--- src/rtl/key_pkg.sv ---
// Shared types and default timing for the pushbutton conditioner.
package key_pkg;

  typedef enum logic [1:0] {KS_IDLE, KS_DELAY, KS_REPEAT} key_state_e;

  localparam int KEY_DEBOUNCE_DEF = 500_000;
  localparam int KEY_DELAY_DEF    = 25_000_000;
  localparam int KEY_RATE_DEF     = 5_000_000;

  function automatic int key_max(input int a, input int b);
    return (a > b) ? a : b;
  endfunction

endpackage

--- src/rtl/key_channel.sv ---
// One pushbutton: synchronizer, debounce, press/release edges and optional
// auto-repeat (compiled in when KEY_AUTOREPEAT_EN is defined).
module key_channel
  import key_pkg::*;
#(
  parameter int DEBOUNCE_CYCLES = KEY_DEBOUNCE_DEF,
  parameter int REPEAT_DELAY    = KEY_DELAY_DEF,
  parameter int REPEAT_RATE     = KEY_RATE_DEF
) (
  input  logic clk,
  input  logic reset,
  input  logic key_n,
  output logic pressed,
  output logic press,
  output logic release_pulse,
  output logic rpt
);

  localparam int CW = (DEBOUNCE_CYCLES > 1) ? $clog2(DEBOUNCE_CYCLES) : 1;

  logic [1:0]    sync;
  logic          s;
  logic [CW-1:0] cnt;
  logic          settle;
  logic          rise;
  logic          fall;

  assign s      = ~sync[1];
  assign settle = (s != pressed) && (cnt == CW'(DEBOUNCE_CYCLES - 1));
  assign rise   = settle & s;
  assign fall   = settle & ~s;

  // Edge pulses are registered from the settle condition so they coincide with the level change.
  always_ff @(posedge clk) begin
    if (reset) begin
      sync          <= 2'b11;
      pressed       <= 1'b0;
      cnt           <= '0;
      press         <= 1'b0;
      release_pulse <= 1'b0;
    end else begin
      sync          <= {sync[0], key_n};
      press         <= rise;
      release_pulse <= fall;
      if (s == pressed) begin
        cnt <= '0;
      end else if (cnt == CW'(DEBOUNCE_CYCLES - 1)) begin
        pressed <= s;
        cnt     <= '0;
      end else begin
        cnt <= cnt + CW'(1);
      end
    end
  end

`ifdef KEY_AUTOREPEAT_EN
  localparam int RW = (key_max(REPEAT_DELAY, REPEAT_RATE) > 1) ?
                      $clog2(key_max(REPEAT_DELAY, REPEAT_RATE)) : 1;

  key_state_e    state, state_n;
  logic [RW-1:0] rc, rc_n;
  logic          rpt_n;

  always_ff @(posedge clk) begin
    if (reset) begin
      state <= KS_IDLE;
      rc    <= '0;
      rpt   <= 1'b0;
    end else begin
      state <= state_n;
      rc    <= rc_n;
      rpt   <= rpt_n;
    end
  end

  always_comb begin
    state_n = state;
    rc_n    = rc;
    rpt_n   = 1'b0;
    case (state)
      KS_IDLE: begin
        if (rise) begin
          state_n = KS_DELAY;
          rc_n    = '0;
          rpt_n   = 1'b1;
        end
      end
      KS_DELAY: begin
        if (rc == RW'(REPEAT_DELAY - 1)) begin
          state_n = KS_REPEAT;
          rc_n    = '0;
          rpt_n   = 1'b1;
        end else begin
          rc_n = rc + RW'(1);
        end
      end
      KS_REPEAT: begin
        if (rc == RW'(REPEAT_RATE - 1)) begin
          rc_n  = '0;
          rpt_n = 1'b1;
        end else begin
          rc_n = rc + RW'(1);
        end
      end
      default: begin
        state_n = KS_IDLE;
        rc_n    = '0;
      end
    endcase
    // Release beats a repeat that lands on the same cycle.
    if (fall) begin
      state_n = KS_IDLE;
      rc_n    = '0;
      rpt_n   = 1'b0;
    end
  end
`else
  localparam int unused_repeat_cfg = REPEAT_DELAY + REPEAT_RATE;
  assign rpt = press;
`endif

endmodule

--- src/rtl/key_conditioner.sv ---
// Conditions NKEYS raw active-low pushbuttons into clean levels and pulses.
// Auto-repeat is enabled by defining KEY_AUTOREPEAT_EN.
module key_conditioner
  import key_pkg::*;
#(
  parameter int NKEYS           = 4,
  parameter int DEBOUNCE_CYCLES = KEY_DEBOUNCE_DEF,
  parameter int REPEAT_DELAY    = KEY_DELAY_DEF,
  parameter int REPEAT_RATE     = KEY_RATE_DEF
) (
  input  logic             clk,
  input  logic             reset,
  input  logic [NKEYS-1:0] key_n,
  output logic [NKEYS-1:0] pressed,
  output logic [NKEYS-1:0] press,
  output logic [NKEYS-1:0] release_pulse,
  output logic [NKEYS-1:0] rpt
);

  for (genvar i = 0; i < NKEYS; i++) begin : g_key
    key_channel #(
      .DEBOUNCE_CYCLES(DEBOUNCE_CYCLES),
      .REPEAT_DELAY   (REPEAT_DELAY),
      .REPEAT_RATE    (REPEAT_RATE)
    ) u_channel (
      .clk          (clk),
      .reset        (reset),
      .key_n        (key_n[i]),
      .pressed      (pressed[i]),
      .press        (press[i]),
      .release_pulse(release_pulse[i]),
      .rpt          (rpt[i])
    );
  end

endmodule

--- config.mk ---
export PLATFORM = sky130hd
export DESIGN_NAME = key_conditioner
export DESIGN_NICKNAME = d
export VERILOG_FILES = /design/src/rtl/key_pkg.sv /design/src/rtl/key_channel.sv /design/src/rtl/key_conditioner.sv
export SDC_FILE = /design/constraint.sdc
export NUM_CORES = 1
export LEC_CHECK = 0
export BUFFER_PORTS_ARGS = -buffer_cell sky130_fd_sc_hd__clkbuf_2
export CORE_MARGIN = 2
export CORE_UTILIZATION = 60
export CTS_BUF_LIST = sky130_fd_sc_hd__clkbuf_16
export DETAILED_ROUTE_END_ITERATION = 12
export GPL_TIMING_DRIVEN = 0
export PLACE_DENSITY = 0.78
export SLEW_MARGIN = 5
export SYNTH_ARGS = -nofsm -noshare
export SYNTH_HDL_FRONTEND = slang
export SYNTH_SLANG_ARGS = --single-unit
--- constraint.sdc ---
create_clock -name clk -period 2.6 [get_ports clk]
set_input_delay 0.13 -clock clk [delete_from_list [all_inputs] [get_ports clk]]
set_output_delay 0.13 -clock clk [all_outputs]
set_load 0.005 [all_outputs]
==> qor.log <==
INFO  cells_and_area finished_core_util=69.7%
INFO  logic_synthesis synth-seq-cells=96
INFO  global_routing pin_count_of_the_biggest_net_entering_global_routing=15
INFO  die            fp.dieH=87.9µm
INFO  logic_synthesis post_synth_most_frequent_cells=sky130_fd_sc_hd__dfxtp_1 (96), sky130_fd_sc_hd__nor2_1 (53), sky130_fd_sc_hd__nand2_1 (34)
INFO  logic_synthesis asyncSetResetFlopFracSynth=0%
INFO  cells_and_area synthToLayoutAreaGrowth=11.9%
INFO  cells_and_area fillerInstances=537
INFO  global_routing met2_track_utilization_from_global_routing=35.3%
INFO  cells_and_area multi_input_area=2070µm²
INFO  cells_and_area finish.net_count=511
INFO  die            fp-row-count=30
INFO  clock_tree     worst_skew_pair.late_latency=0.34ns
INFO  cells_and_area antenna_cells_inserted=0
INFO  die            design.die.area=7730µm²
INFO  global_routing met1_global_route_usage=28.1%
INFO  pwr            fin_total_pwr=2680µW
INFO  pwr            comb_power_share=1.5%
INFO  logic_synthesis synth.yosys.warnings=0
INFO  logic_synthesis synth_seq_area_share=45.5%
INFO  global_routing total_global_routing_track_utilization=21.7%
INFO  logic_synthesis postSynth.topFlopCell=sky130_fd_sc_hd__dfxtp_1
INFO  cells_and_area layout.area.seq=1920µm²
INFO  timing         tightest_slew=0.454ns
INFO  cells_and_area final_design_area_no_fill=4730µm²
INFO  placed_design  placed_cell_area=4450µm²
INFO  logic_synthesis compound_gate_fraction_of_synth_area=8.64%
INFO  pwr            power.static_leakage=0.00157µW
INFO  min_path       hold_depth=2
INFO  global_routing grt_busiest_layer=met2
INFO  drt            drc=0
INFO  die            initial_util=62.2%
INFO  die            chipWidth=87.9µm
INFO  critical_path  cp_data_arrival_time=2.27ns
INFO  run            max-cap-violations=0
INFO  logic_synthesis synth_top_family_by_area=simple AND/OR/NAND/NOR gates
INFO  pwr            netSwitchingPower=550µW
INFO  drt            vias=3,347
INFO  clock_tree     clk_pin_slew=0.06ns
INFO  clock_tree     tritoncts=built
INFO  critical_path  worst-path-max-fanout=10
INFO  critical_path  crit-reg2reg-capture=g_key[0].u_channel.cnt[8]$_SDFF_PP0_
INFO  critical_path  critPathMostFrequentCell=sky130_fd_sc_hd__clkbuf_1
INFO  clock_tree     cts_buffer_depth=2
INFO  logic_synthesis yosysMostFrequentCell=sky130_fd_sc_hd__dfxtp_1
INFO  global_routing via_count_of_the_first_global_routing_pass=2,985
INFO  drt            drt_pass1_iterations=4
INFO  global_routing use_met3=5.28%
INFO  logic_synthesis yosysTopAreaCell=sky130_fd_sc_hd__dfxtp_1
INFO  logic_synthesis synth_enable_flop_cells=0
INFO  clock_tree     clock-root-buffer=sky130_fd_sc_hd__clkbuf_16
INFO  timing         finalSetupViolCount=0
INFO  clock_tree     clock_sinks=96
INFO  die            fp.coreArea=6790µm²
INFO  placed_design  numPortBuffers=21
INFO  logic_synthesis synth_area_leaders=sky130_fd_sc_hd__dfxtp_1 (45%), sky130_fd_sc_hd__xor2_1 (6.4%), sky130_fd_sc_hd__nor2_1 (4.7%)
INFO  critical_path  cpMaxStageDelayCell=sky130_fd_sc_hd__clkbuf_1
INFO  global_routing grt_overflow=0
INFO  timing         report.final.slew_viol_count=0
INFO  pwr            switching_share=20.6%
INFO  min_path       worst_min_delay_path_class=input port to flop
INFO  logic_synthesis postSynthNetCount=477
INFO  drt            ant_nets=0
INFO  clock_tree     cts_hold_buffers=2
INFO  pwr            power.density_cell_area=566nW/µm²
INFO  timing         unrepaired_setup_endpoints_after_global_routing=no
INFO  critical_path  rr_worst_depth=6
INFO  pwr            internal_power=2130µW
INFO  logic_synthesis synth.top_cell.area_share=45.5%
INFO  logic_synthesis synth.distinct_cells=42
INFO  pwr            ir_drop=0.395mV
INFO  critical_path  required=2.80ns
INFO  clock_tree     cts_buffers=9
INFO  critical_path  crit_chain=ha_1 > and4_1 > clkbuf_1 > a21o_1 > clkbuf_1 > nor2_1
INFO  timing         finalSetupTns=0ns
INFO  logic_synthesis postSynthCellCount=467
INFO  min_path       hold_path_startpoint=key_n[1]
INFO  critical_path  worst_setup_path_end_kind=flop
INFO  placed_design  dp_hpwl=5310µm
INFO  global_routing grt_antenna_before_repair=0
INFO  pwr            pwr-share-seq=55.4%
INFO  cells_and_area drive_gt1_share=16.2%
INFO  logic_synthesis synth_mux_area_share=0%
INFO  die            io-pin-count=22
INFO  logic_synthesis synth_simple_gate_area_share=29.9%
INFO  global_routing grt_pass1_wl=13,300µm
INFO  critical_path  r2r_setup_slack=0.53ns
INFO  drt            route.detailed.vias_per_inst=5.56
INFO  pwr            power.clock.fraction=43.2%
INFO  clock_tree     cts_resized=0
INFO  critical_path  worstSetupPathType=flop to flop
INFO  timing         post-route-min-period=2.07ns
INFO  logic_synthesis yosys.area_share.xor_xnor=9.32%
INFO  logic_synthesis synth_area=4230µm²
INFO  timing         final-hold-violation-count=0
INFO  critical_path  crit-reg2reg-launch=g_key[0].u_channel.cnt[0]$_SDFF_PP0_
INFO  logic_synthesis synth_adder_area_share=1.18%
INFO  clock_tree     post_cts_buffers=0
INFO  timing         max_slew_headroom=69.7%
INFO  drt            drt-total-wl=7780µm
INFO  drt            wire_length_per_cell_after_detailed_routing=12.9µm
INFO  drt            drt_iter0_drc=91
INFO  timing         skew=0.00633ns
INFO  placed_design  place_congestion=0.864
INFO  timing         fin_crit_sh=79.6%
INFO  min_path       hold_end=g_key[1].u_channel.sync[0]$_SDFF_PP1_
INFO  logic_synthesis avgSynthCellArea=9.05µm²
INFO  clock_tree     h-tree-depth=3
INFO  timing         fmax=483MHz
INFO  critical_path  critical-path-max-stage-delay=0.40ns
INFO  critical_path  worst_setup_path_start_kind=flop
INFO  status         run_status=finished clean
==> worst max path at each step <==
| stage | startpoint | endpoint | slack, ns | cells after the start |
|---|---|---|---|---|
| global placement | g_key[3].u_channel.cnt[12]$_SDFF_PP0_ | g_key[3].u_channel.cnt[12]$_SDFF_PP0_ | 0.56 | 6 |
| CTS | g_key[0].u_channel.cnt[0]$_SDFF_PP0_ | g_key[0].u_channel.cnt[8]$_SDFF_PP0_ | 0.52 | 6 |
| floorplan | g_key[2].u_channel.cnt[14]$_SDFF_PP0_ | g_key[2].u_channel.cnt[11]$_SDFF_PP0_ | 0.73 | 6 |
| detailed placement | g_key[0].u_channel.cnt[0]$_SDFF_PP0_ | g_key[0].u_channel.cnt[8]$_SDFF_PP0_ | 0.54 | 6 |
| finish | g_key[0].u_channel.cnt[0]$_SDFF_PP0_ | g_key[0].u_channel.cnt[8]$_SDFF_PP0_ | 0.53 | 6 |
| global route | g_key[0].u_channel.cnt[0]$_SDFF_PP0_ | g_key[0].u_channel.cnt[5]$_SDFF_PP0_ | 0.27 | 6 |
==> kinds of logic (layout without fill, tap and decap cells) <==
family / Yosys count / in the layout
compound gates: 61 / 61
buf+inv: 36 / 75
simple gates: 225 / 225
xor+xnor: 45 / 45
flops: 96 / 96
fa+ha+maj: 4 / 4
==> routing by layer <==
| metal | share of wire, % | wire, µm | vias up |
|---|---|---|---|
| li1 | - | - | 1717 |
| met1 | 47 | 3660 | 1562 |
| met2 | 48 | 3730 | 58 |
| met3 | 3.6 | 278 | 10 |
| met4 | 1.3 | 104 | 0 |
| met5 | 0 | 0 | - |
==> cell usage in the layout, fill, tap and decap left out, types with 3 or more instances in the layout <==
cell                        instances
sky130_fd_sc_hd__or2_2             13
sky130_fd_sc_hd__buf_2              3
sky130_fd_sc_hd__clkbuf_1           7
sky130_fd_sc_hd__xor2_1            31
sky130_fd_sc_hd__clkbuf_2          21
sky130_fd_sc_hd__dfxtp_1           96
sky130_fd_sc_hd__xnor2_1           14
sky130_fd_sc_hd__nor4b_1            3
sky130_fd_sc_hd__inv_1              9
sky130_fd_sc_hd__o31ai_1            7
sky130_fd_sc_hd__ha_1               4
sky130_fd_sc_hd__nand2_1           34
sky130_fd_sc_hd__or4_1             10
sky130_fd_sc_hd__clkbuf_16          9
sky130_fd_sc_hd__buf_4             17
sky130_fd_sc_hd__nor2_1            53
sky130_fd_sc_hd__a21o_1             4
sky130_fd_sc_hd__and2_1             5
sky130_fd_sc_hd__and4_1            12
sky130_fd_sc_hd__or3_1             13
sky130_fd_sc_hd__and3_1             8
sky130_fd_sc_hd__a311oi_1           4
sky130_fd_sc_hd__nor3_1            12
sky130_fd_sc_hd__buf_6              4
sky130_fd_sc_hd__nand4_1           17
sky130_fd_sc_hd__o21ai_0           14
sky130_fd_sc_hd__nand3_1           27
sky130_fd_sc_hd__or4b_2             4
sky130_fd_sc_hd__a21oi_1           28
==> cell type report <==
| type | count | share of cell area [%] |
|---|---|---|
| multi-input cells | 335 | 43.8 |
| clock buffers | 9 | 4.76 |
| repair buffers | 23 | 2.64 |
| inverters | 5 | 0.397 |
| plain buffers | 31 | 4.52 |
| clock inverters | 7 | 0.714 |
| flip-flops and latches | 96 | 40.6 |
| well taps | 96 | 2.54 |
==> power by group through the flow <==
stage	clock network, µW	registers [µW]	logic (µW)
2_1_floorplan	0	1510	24.8
4_1_cts	1180	1480	39.5
6_report	1160	1480	39.1
3_3_place_gp	0	1510	36.2
5_1_grt	1250	1480	43.5
3_5_place_dp	0	1520	36.8
==> worst max-delay path, delay by kind of cell (launching register included) <==
kind	cells	cell delay (ns)
buffers and inverters	2	0.71
DFF	1	0.36
AOI/OAI and AO/OA	1	0.33
and+or+nand+nor	2	0.30
adders and majority gates	1	0.23
==> state kept, by name (all words and copies together), names as in the netlist <==
signal and flops:
g_key.u_channel.sync 8, g_key.u_channel.press 4, g_key.u_channel.release_pulse 4, g_key.u_channel.pressed 4, g_key.u_channel.cnt 76
==> through the flow <==
step | cells | hold WS [ns] | setup WS (ns)
2_1_floorplan | 467 | 0.234 | 0.734
3_3_place_gp | 584 | 0.320 | 0.564
3_5_place_dp | 584 | 0.320 | 0.543
4_1_cts | 602 | 0.00785 | 0.517
5_1_grt | 602 | 0.0196 | 0.273
6_report | 602 | 0.0155 | 0.531
No activity file was read; power rests on OpenSTA's default activity.
